[src/rtl/acc_status_unit_if.sv]
// Command/adder port bundle for acc_status_unit: sequencer strobe, bus operand,
// adder feedback and the registered accumulator/status outputs.
interface acc_status_unit_if #(
  parameter int WIDTH = 8
);
  logic             op_valid;
  logic [2:0]       op_code;
  logic [WIDTH-1:0] bus_in;
  logic [WIDTH-1:0] sum_in;
  logic             cout_in;
  logic             op_ready;
  logic             done;
  logic [WIDTH-1:0] acc_out;
  logic [WIDTH-1:0] opb_out;
  logic             cin_out;
  logic [3:0]       flags;

  modport master (
    output op_valid, op_code, bus_in, sum_in, cout_in,
    input  op_ready, done, acc_out, opb_out, cin_out, flags
  );

  modport slave (
    input  op_valid, op_code, bus_in, sum_in, cout_in,
    output op_ready, done, acc_out, opb_out, cin_out, flags
  );
endinterface

[src/rtl/acc_status_unit.sv]
// Accumulator, operand latch and {V,N,Z,C} status around an external 8-bit adder.
// Optional feature: define ACC_OVERFLOW_FLAG_EN to implement the V flag (else flags[3]=0).
module acc_status_unit #(
  parameter int               WIDTH   = 8,
  parameter logic [WIDTH-1:0] ACC_RST = '0
) (
  input  logic               clk,
  input  logic               rst,
  acc_status_unit_if.slave   au
);

  typedef enum logic {
    IDLE = 1'b0,
    EXEC = 1'b1
  } state_t;

  typedef enum logic [2:0] {
    OP_NOP = 3'b000,
    OP_LDA = 3'b001,
    OP_ADD = 3'b010,
    OP_ADC = 3'b011,
    OP_SUB = 3'b100,
    OP_SHL = 3'b101,
    OP_SHR = 3'b110,
    OP_CLR = 3'b111
  } op_t;

  state_t           state, state_next;
  logic             accept;

  op_t              op_p0;
  logic [WIDTH-1:0] b_p0;
  logic [WIDTH-1:0] acc;
  logic             c, z, n;
  logic             done, op_ready;

  logic [WIDTH-1:0] opb;
  logic             cin;
  logic [WIDTH-1:0] acc_nxt;
  logic             c_nxt, z_nxt, n_nxt;

  // Two's-complement overflow of a + b (+cin) from the operands the adder actually saw.
  function automatic logic add_ovf(input logic signed [WIDTH-1:0] a,
                                   input logic signed [WIDTH-1:0] b,
                                   input logic signed [WIDTH-1:0] s);
    return (a[WIDTH-1] == b[WIDTH-1]) && (s[WIDTH-1] != a[WIDTH-1]);
  endfunction

  always_ff @(posedge clk or posedge rst) begin
    if (rst) state <= IDLE;
    else     state <= state_next;
  end

  always_comb begin
    state_next = state;
    accept     = 1'b0;
    case (state)
      IDLE: begin
        if (au.op_valid && op_ready) begin
          accept     = 1'b1;
          state_next = EXEC;
        end
      end
      EXEC:    state_next = IDLE;
      default: state_next = IDLE;
    endcase
  end

  // Adder operand decode from the latched command; combinational by design.
  always_comb begin
    opb = b_p0;
    if (state == EXEC && op_p0 == OP_SUB) opb = ~b_p0;
    cin = 1'b0;
    if (op_p0 == OP_ADC)      cin = c;
    else if (op_p0 == OP_SUB) cin = 1'b1;
  end

  always_comb begin
    acc_nxt = acc;
    c_nxt   = c;
    case (op_p0)
      OP_LDA: acc_nxt = b_p0;
      OP_ADD, OP_ADC, OP_SUB: begin
        acc_nxt = au.sum_in;
        c_nxt   = au.cout_in;
      end
      OP_SHL: begin
        acc_nxt = {acc[WIDTH-2:0], 1'b0};
        c_nxt   = acc[WIDTH-1];
      end
      OP_SHR: begin
        acc_nxt = {1'b0, acc[WIDTH-1:1]};
        c_nxt   = acc[0];
      end
      OP_CLR: begin
        acc_nxt = '0;
        c_nxt   = 1'b0;
      end
      default: ;
    endcase
    z_nxt = z;
    n_nxt = n;
    if (op_p0 != OP_NOP) begin
      z_nxt = (acc_nxt == '0);
      n_nxt = acc_nxt[WIDTH-1];
    end
  end

  // Stage p0: operand/command latch on accept.
  always_ff @(posedge clk or posedge rst) begin
    if (rst) begin
      op_p0 <= OP_NOP;
      b_p0  <= '0;
    end else if (accept) begin
      op_p0 <= op_t'(au.op_code);
      b_p0  <= au.bus_in;
    end
  end

  // Stage p1: writeback of ACC/status and retire handshake.
  always_ff @(posedge clk or posedge rst) begin
    if (rst) begin
      acc      <= ACC_RST;
      c        <= 1'b0;
      z        <= 1'b0;
      n        <= 1'b0;
      done     <= 1'b0;
      op_ready <= 1'b1;
    end else begin
      done     <= (state == EXEC);
      op_ready <= (state_next == IDLE);
      if (state == EXEC) begin
        acc <= acc_nxt;
        c   <= c_nxt;
        z   <= z_nxt;
        n   <= n_nxt;
      end
    end
  end

`ifdef ACC_OVERFLOW_FLAG_EN
  logic v, v_nxt;

  always_comb begin
    v_nxt = v;
    case (op_p0)
      OP_ADD, OP_ADC, OP_SUB: v_nxt = add_ovf(acc, opb, au.sum_in);
      OP_CLR:                 v_nxt = 1'b0;
      default:                ;
    endcase
  end

  always_ff @(posedge clk or posedge rst) begin
    if (rst)                v <= 1'b0;
    else if (state == EXEC) v <= v_nxt;
  end

  assign au.flags = {v, n, z, c};
`else
  assign au.flags = {1'b0, n, z, c};
`endif

  assign au.op_ready = op_ready;
  assign au.done     = done;
  assign au.acc_out  = acc;
  assign au.opb_out  = opb;
  assign au.cin_out  = cin;

endmodule

[src/flat_wrapper.sv]
// flat-port wrapper written by rule: the top's interface ports become plain ports
module acc_status_unit_flat 
#(
  parameter int               WIDTH   = 8,
  parameter logic [WIDTH-1:0] ACC_RST = '0
)
  (clk, rst, au_op_valid, au_op_code, au_bus_in, au_sum_in, au_cout_in, au_op_ready, au_done, au_acc_out, au_opb_out, au_cin_out, au_flags);
  acc_status_unit_if #(.WIDTH(WIDTH)) au_i ();
  input  logic clk;
  input  logic rst;
  input wire logic [$bits(au_i.op_valid)-1:0] au_op_valid;
  input wire logic [$bits(au_i.op_code)-1:0] au_op_code;
  input wire logic [$bits(au_i.bus_in)-1:0] au_bus_in;
  input wire logic [$bits(au_i.sum_in)-1:0] au_sum_in;
  input wire logic [$bits(au_i.cout_in)-1:0] au_cout_in;
  output wire logic [$bits(au_i.op_ready)-1:0] au_op_ready;
  output wire logic [$bits(au_i.done)-1:0] au_done;
  output wire logic [$bits(au_i.acc_out)-1:0] au_acc_out;
  output wire logic [$bits(au_i.opb_out)-1:0] au_opb_out;
  output wire logic [$bits(au_i.cin_out)-1:0] au_cin_out;
  output wire logic [$bits(au_i.flags)-1:0] au_flags;
  assign au_i.op_valid = au_op_valid;
  assign au_i.op_code = au_op_code;
  assign au_i.bus_in = au_bus_in;
  assign au_i.sum_in = au_sum_in;
  assign au_i.cout_in = au_cout_in;
  assign au_op_ready = au_i.op_ready;
  assign au_done = au_i.done;
  assign au_acc_out = au_i.acc_out;
  assign au_opb_out = au_i.opb_out;
  assign au_cin_out = au_i.cin_out;
  assign au_flags = au_i.flags;
  acc_status_unit #(.WIDTH(WIDTH), .ACC_RST(ACC_RST)) u_core (.clk(clk), .rst(rst), .au(au_i));
endmodule
[config.mk]
export PLATFORM = sky130hd
export DESIGN_NAME = acc_status_unit_flat
export DESIGN_NICKNAME = d
export VERILOG_FILES = /design/src/rtl/acc_status_unit_if.sv /design/src/rtl/acc_status_unit.sv /design/src/flat_wrapper.sv
export SDC_FILE = /design/constraint.sdc
export NUM_CORES = 1
export LEC_CHECK = 0
export ABC_AREA = 1
export BUFFER_PORTS_ARGS = -buffer_cell sky130_fd_sc_hd__buf_4
export CAP_MARGIN = 20
export CORE_MARGIN = 3
export CORE_UTILIZATION = 38
export CTS_BUF_LIST = sky130_fd_sc_hd__clkbuf_8
export DETAILED_ROUTE_END_ITERATION = 12
export GPL_ROUTABILITY_DRIVEN = 0
export HOLD_SLACK_MARGIN = 0.02
export MAX_ROUTING_LAYER = met4
export PLACE_DENSITY = 0.64
export SLEW_MARGIN = 0
export SYNTH_ARGS = -nofsm -noshare
export SYNTH_HDL_FRONTEND = slang
export SYNTH_SLANG_ARGS = --single-unit
[constraint.sdc]
create_clock -name clk -period 3.3 [get_ports clk]
set_input_delay 0.495 -clock clk [delete_from_list [all_inputs] [get_ports clk]]
set_output_delay 0.495 -clock clk [all_outputs]
set_load 0.05 [all_outputs]
==> results of run 1 <==
layout make-up:
cell class | instances | area (sq um) | area share, %
clock buffers | 3 | 41.3 | 2.21
multi-input cells | 136 | 693 | 37.1
repair buffers | 45 | 345 | 18.5
clock inverters | 1 | 5.00 | 0.268
inverters | 26 | 97.6 | 5.22
flip-flops and latches | 25 | 627 | 33.5
well taps | 48 | 60.1 | 3.21
path summary, 6_finish.rpt:
| path | startpoint | endpoint | slack (ns) |
|---|---|---|---|
| worst max-delay path | u_core.op_p0[2] | au_opb_out[4] | 0.97 |
| worst min-delay path | rst | u_core.au.acc_out[5] | 0.25 |
| worst max register to register | u_core.op_p0[2] | u_core.z | 1.44 |
| worst min register to register | u_core.z | u_core.z | 0.50 |
| max in group asynchronous | rst | u_core.au.op_ready | 2.50 |
| min in group clk | au_bus_in[6] | u_core.b_p0[6] | 0.41 |
per-layer routing:
layer	GRT usage, %	wire [um]
met3	1.13	201
met1	25.0	1720
met4	6.57	56
met2	24.4	1570
met5	-	0
critical path, cell delays in order, from the launching register on:
cell	delay, ns
dfrtp_1	0.73
nand3_2	0.36
xnor2_1	0.24
buf_4	0.22
where the power goes:
group | switching, mW | internal (mW) | total [mW]
Clock | 0.103 | 0.0847 | 0.188
Sequential | 0.126 | 0.398 | 0.524
Combinational | 0.573 | 0.253 | 0.826
Total | 0.801 | 0.736 | 1.54
stage by stage:
| stage | hold WS [ns] | area, sq um | util (%) |
|---|---|---|---|
| 2_1_floorplan | 0.430 | 1510 | - |
| 3_3_place_gp | 0.478 | 1810 | 48.3 |
| 3_5_place_dp | 0.481 | 1810 | 48.3 |
| 4_1_cts | 0.410 | 1850 | 49.5 |
| 5_1_grt | 0.301 | 1870 | 49.9 |
| 6_report | 0.248 | 1870 | 49.9 |
state kept, by name, summed over array words and instances, names as in the netlist:
name	flops
u_core.state	1
u_core.n	1
u_core.op_p0	3
u_core.c	1
u_core.b_p0	8
u_core.z	1
u_core.au.acc_out	8
u_core.au.done	1
u_core.au.op_ready	1
cell families after synthesis:
logic type / count (synthesis) / synth area share [%]
compound gates: 25 / 9.48
xor+xnor: 8 / 4.65
buf+inv: 38 / 12.3
flops: 25 / 41.6
other cells: 1 / 0.249
simple gates: 102 / 31.7
layout by cell type (no fill, tap or decap):
cell and n:
nand3_1 15, dfstp_2 1, inv_1 22, o22ai_1 2
xor2_1 4, buf_4 44, clkbuf_8 3, clkinv_1 1
o21ai_1 2, o211ai_1 3, nand2_4 1, nor2_1 12
nor2_4 1, or2_1 4, nand3_2 2, xnor2_1 4
nand4_1 15, clkinv_2 1, inv_2 3, o21ai_2 1
nand2_1 52, a221oi_1 1, conb_1 1, buf_8 1
o21ai_0 16, dfrtp_1 24
==> results_dict.tcl, run 1 <==
set metrics [dict create \
    status "finished, final reports clean" \
    setup-tns-final_ns 0 \
    yosysTopAreaCellShare_pct 39.9 \
    synth_top_flop_cell "dfrtp_1" \
    syn_to_final_growth_pct 24.2 \
    post-cts-setup-buffer-count 0 \
    startpoint_type "flip-flop" \
    wl_per_cell_um 12.5 \
    num-fill-cells 389 \
    hp-class "in -> async" \
    routed_via_density 4.93 \
    setup_slack_ns 0.965 \
    path_class "reg -> out" \
    num_antenna_cells 0 \
    synth_cell_types 26 \
    yosys_warnings 0 \
    die_w_um 68.9 \
    synth_area_sq_mm 0.00151 \
    drive_gt1_share_pct 24.6 \
    max_freq_mhz 428 \
    wirelength_um 3540 \
    ir_drop_v 0.000271 \
    hold_viol 0 \
    synth_enable_flop_cells 0 \
    grt_max_degree 26 \
    maxCapViolCount 0 \
    io_buffers 44 \
    worstPathRequired_ns 2.80 \
    syn_nets 222 \
    coreArea_sq_mm 0.00374 \
    relSlewSlack_pct 60.3 \
    drt_iter0_markers 67 \
    final_cells 284 \
    dp_cells 279 \
    root_buffer "clkbuf_8" \
    vias 1400 \
    worstMarginPinSlew_ns 0.595 \
    grt_overflow 0 \
    synth_common_cells "nand2_1, dfrtp_1, inv_1, o21ai_0" \
    hpwl_um 2700 \
    yosys.cell_count.top_type "nand2_1" \
    setup_viol 0 \
    grt_usage_pct 17.0 \
    yosys_register_bits 25 \
    pre_cts_slack_ns 1.28 \
    clk_pin_slew_ns 0.09 \
    rsz0062_at_grt "no" \
    grt_pass1_vias 1249 \
    placementRows 22 \
    slew_violations 0 \
    clock_sinks 25 \
    grt_pass1_wl_um 5900 \
    min_period_over_period_pct 70.8 \
    die_h_um 68.9 \
    ios 46 \
    critPathArrivalTime_ns 1.84 \
    detail_route.first_pass.iterations 4 \
    cts_tree "built" \
    synth.largest_area_cell "dfrtp_1" \
    cts_hold_buf 0 \
    fin_skew_ns 0.00807 \
    fin_crit_ns 2.33 \
    netlist_instances 199 \
    async_flop_share_pct 100 \
    cp-end-kind "primary output" \
    post_cts_resized 0 \
    pwr_density_cell_mw_per_mm2 822 \
    start_util_pct 40.2 \
    worstRegToRegCells 9 \
    syn_area_per_cell_sq_um 7.56 \
    dieArea_sq_mm 0.00475 \
    htree_levels 1 \
    cts_buffers 3 \
    drc 0 \
    seq_area_frac_synth_pct 41.6 \
    drtAntennaViolNets 0 \
    ys_top_cells_by_area "dfrtp_1, nand2_1, nand4_1, inv_1, o21ai_0" \
    clock_path_buffers 2 \
    critPathMaxFanout 19 \
    antenna_found_initial 0 \
    clk_latency_ns 0.28 \
    power_mw 1.54 \
    layout.nets 260 \
    leakagePower_nw 0.951 \
]
No activity file was read; power rests on OpenSTA's default activity.
==> run 2: changes to the inputs <==
PLACE_DENSITY = 0.66   (was 0.64)
clock period = 1.88 ns   (was 3.3 ns; I/O delays follow)
==> results_dict.tcl, run 2 (synthesized netlist as in run 1, its figures left out) <==
set metrics [dict create \
    worst-r2r-setup-slack_ns 0.31 \
    holdPathStages 3 \
    grt_max_degree 20 \
    worstRegToRegCells 9 \
    min_period_over_period_pct 93.8 \
    rsz0062_at_grt "no" \
    dieArea_sq_mm 0.00475 \
    wirelength_um 3750 \
    die_w_um 68.9 \
    fin_skew_ns 0.00243 \
    hp-start "au_bus_in[3]" \
    maxCapViolCount 0 \
    slew_violations 0 \
    setup_viol 0 \
    path_delay_family "flip-flops" \
    r2r_end "u_core.z" \
    cp_cell_sequence "nor2_2 > nand3_4 > xor2_1 > buf_4" \
    placementRows 22 \
    clk_pin_slew_ns 0.09 \
    fin_crit_ns 1.76 \
    hold_viol 0 \
    drive_gt1_share_pct 27.2 \
    pre_cts_slack_ns 0.330 \
    setup-tns-final_ns 0 \
    grt_overflow 0 \
    cts_tree "built" \
    startpoint_type "flip-flop" \
    detail_route.first_pass.iterations 4 \
    status "finished, final reports clean" \
    final_cells 291 \
    clk_latency_ns 0.27 \
    worst_path_max_delay_cell "dfrtp_1" \
    hold_ws_ns 0.204 \
    power_mw 2.75 \
    vias 1443 \
    min_to "u_core.b_p0[3]" \
    critPathArrivalTime_ns 1.48 \
    io_buffers 44 \
    layout.nets 267 \
    clock_sinks 25 \
    hp-class "in -> reg" \
    clock_path_buffers 2 \
    root_buffer "clkbuf_8" \
    worstPathRequired_ns 1.60 \
    wl_per_cell_um 12.9 \
    leakagePower_nw 0.990 \
    drt_iter0_markers 93 \
    r2r_start "u_core.op_p0[0]" \
    post-cts-setup-buffer-count 0 \
    cpPeakStageDelay_ns 0.43 \
    syn_to_final_growth_pct 28.5 \
    drtAntennaViolNets 0 \
    hpwl_um 2870 \
    final_cell_mix "nand2_1, buf_4, dfrtp_1, inv_1" \
    max_freq_mhz 567 \
    num_antenna_cells 0 \
    cts_buffers 3 \
    ios 46 \
    mostFrequentLayoutCell "nand2_1" \
    die_h_um 68.9 \
    drc 0 \
    critPathMaxFanout 8 \
    htree_levels 1 \
    ir_drop_v 0.000757 \
    start_util_pct 40.2 \
    antenna_found_initial 0 \
    pwr_density_cell_mw_per_mm2 1420 \
    grt_pass1_vias 1341 \
    grt_usage_pct 18.0 \
    routed_via_density 4.96 \
    grt_pass1_wl_um 6200 \
    coreArea_sq_mm 0.00374 \
    cp-end-kind "primary output" \
    path_class "reg -> out" \
    path_buf_inv 1 \
    setup_slack_ns 0.117 \
    dp_cells 286 \
    num-fill-cells 400 \
]
## run 2: changes by cell type in the layout (fill, tap and decap cells not counted), sizes merged
cell,before,now
buf,45,51
dlygate4sd3,0,1
## run 2: where the power goes
group / total (mW) / switching, mW / internal (mW)
clock: 0.318 / 0.170 / 0.148
combinational: 1.55 / 1.07 / 0.480
sequential: 0.882 / 0.183 / 0.699
total: 2.75 / 1.43 / 1.33
## run 2: per-layer routing
metal	track usage, %	vias up	routed length (um)
met5	-	-	0
met3	3.40	9	245
met2	27.6	45	1690
met1	24.4	659	1760
met4	4.87	0	53
li1	-	730	-
## run 2: area by class of cell
cell class | count | area (sq um) | area share (%)
clock buffers | 3 | 41.3 | 2.13
clock inverters | 1 | 5.00 | 0.259
inverters | 26 | 97.6 | 5.05
multi-input cells | 136 | 711 | 36.7
flip-flops and latches | 25 | 627 | 32.4
well taps | 48 | 60.1 | 3.10
repair buffers | 52 | 393 | 20.3
## run 2: worst register-to-register path, delay by kind of cell, from the launching register on
family                 cells  cell delay [ns]
AND/OR/NAND/NOR            6             0.62
buffers and inverters      2             0.41
flip-flops                 1             0.40
AO/OA/AOI/OAI              1             0.10
## run 2: worst max path at each step
stage | startpoint | endpoint | slack (ns) | depth (start not counted)
floorplan | u_core.op_p0[1] | au_opb_out[3] | -0.25 | 4
detailed placement | u_core.op_p0[1] | au_opb_out[7] | 0.33 | 4
CTS | u_core.op_p0[1] | au_opb_out[7] | 0.005 | 4
finish | u_core.op_p0[1] | au_opb_out[7] | 0.12 | 4
global route | u_core.op_p0[1] | au_opb_out[7] | 0.009 | 4
global placement | u_core.op_p0[1] | au_opb_out[7] | 0.32 | 4
## run 2: timing repair
action                                  4_1_cts  5_1_grt
gates resized for setup                       0        3
endpoints found under the setup margin        0        8
hold endpoints to repair                      8        0
hold buffers                                  1        0
## run 2: stage by stage
| step | utilization [%] | area (sq um) |
|---|---|---|
| floorplan | - | 1510 |
| global placement | 49.7 | 1860 |
| detailed placement | 49.7 | 1860 |
| CTS | 51.2 | 1920 |
| global route | 51.7 | 1930 |
| finish | 51.7 | 1930 |
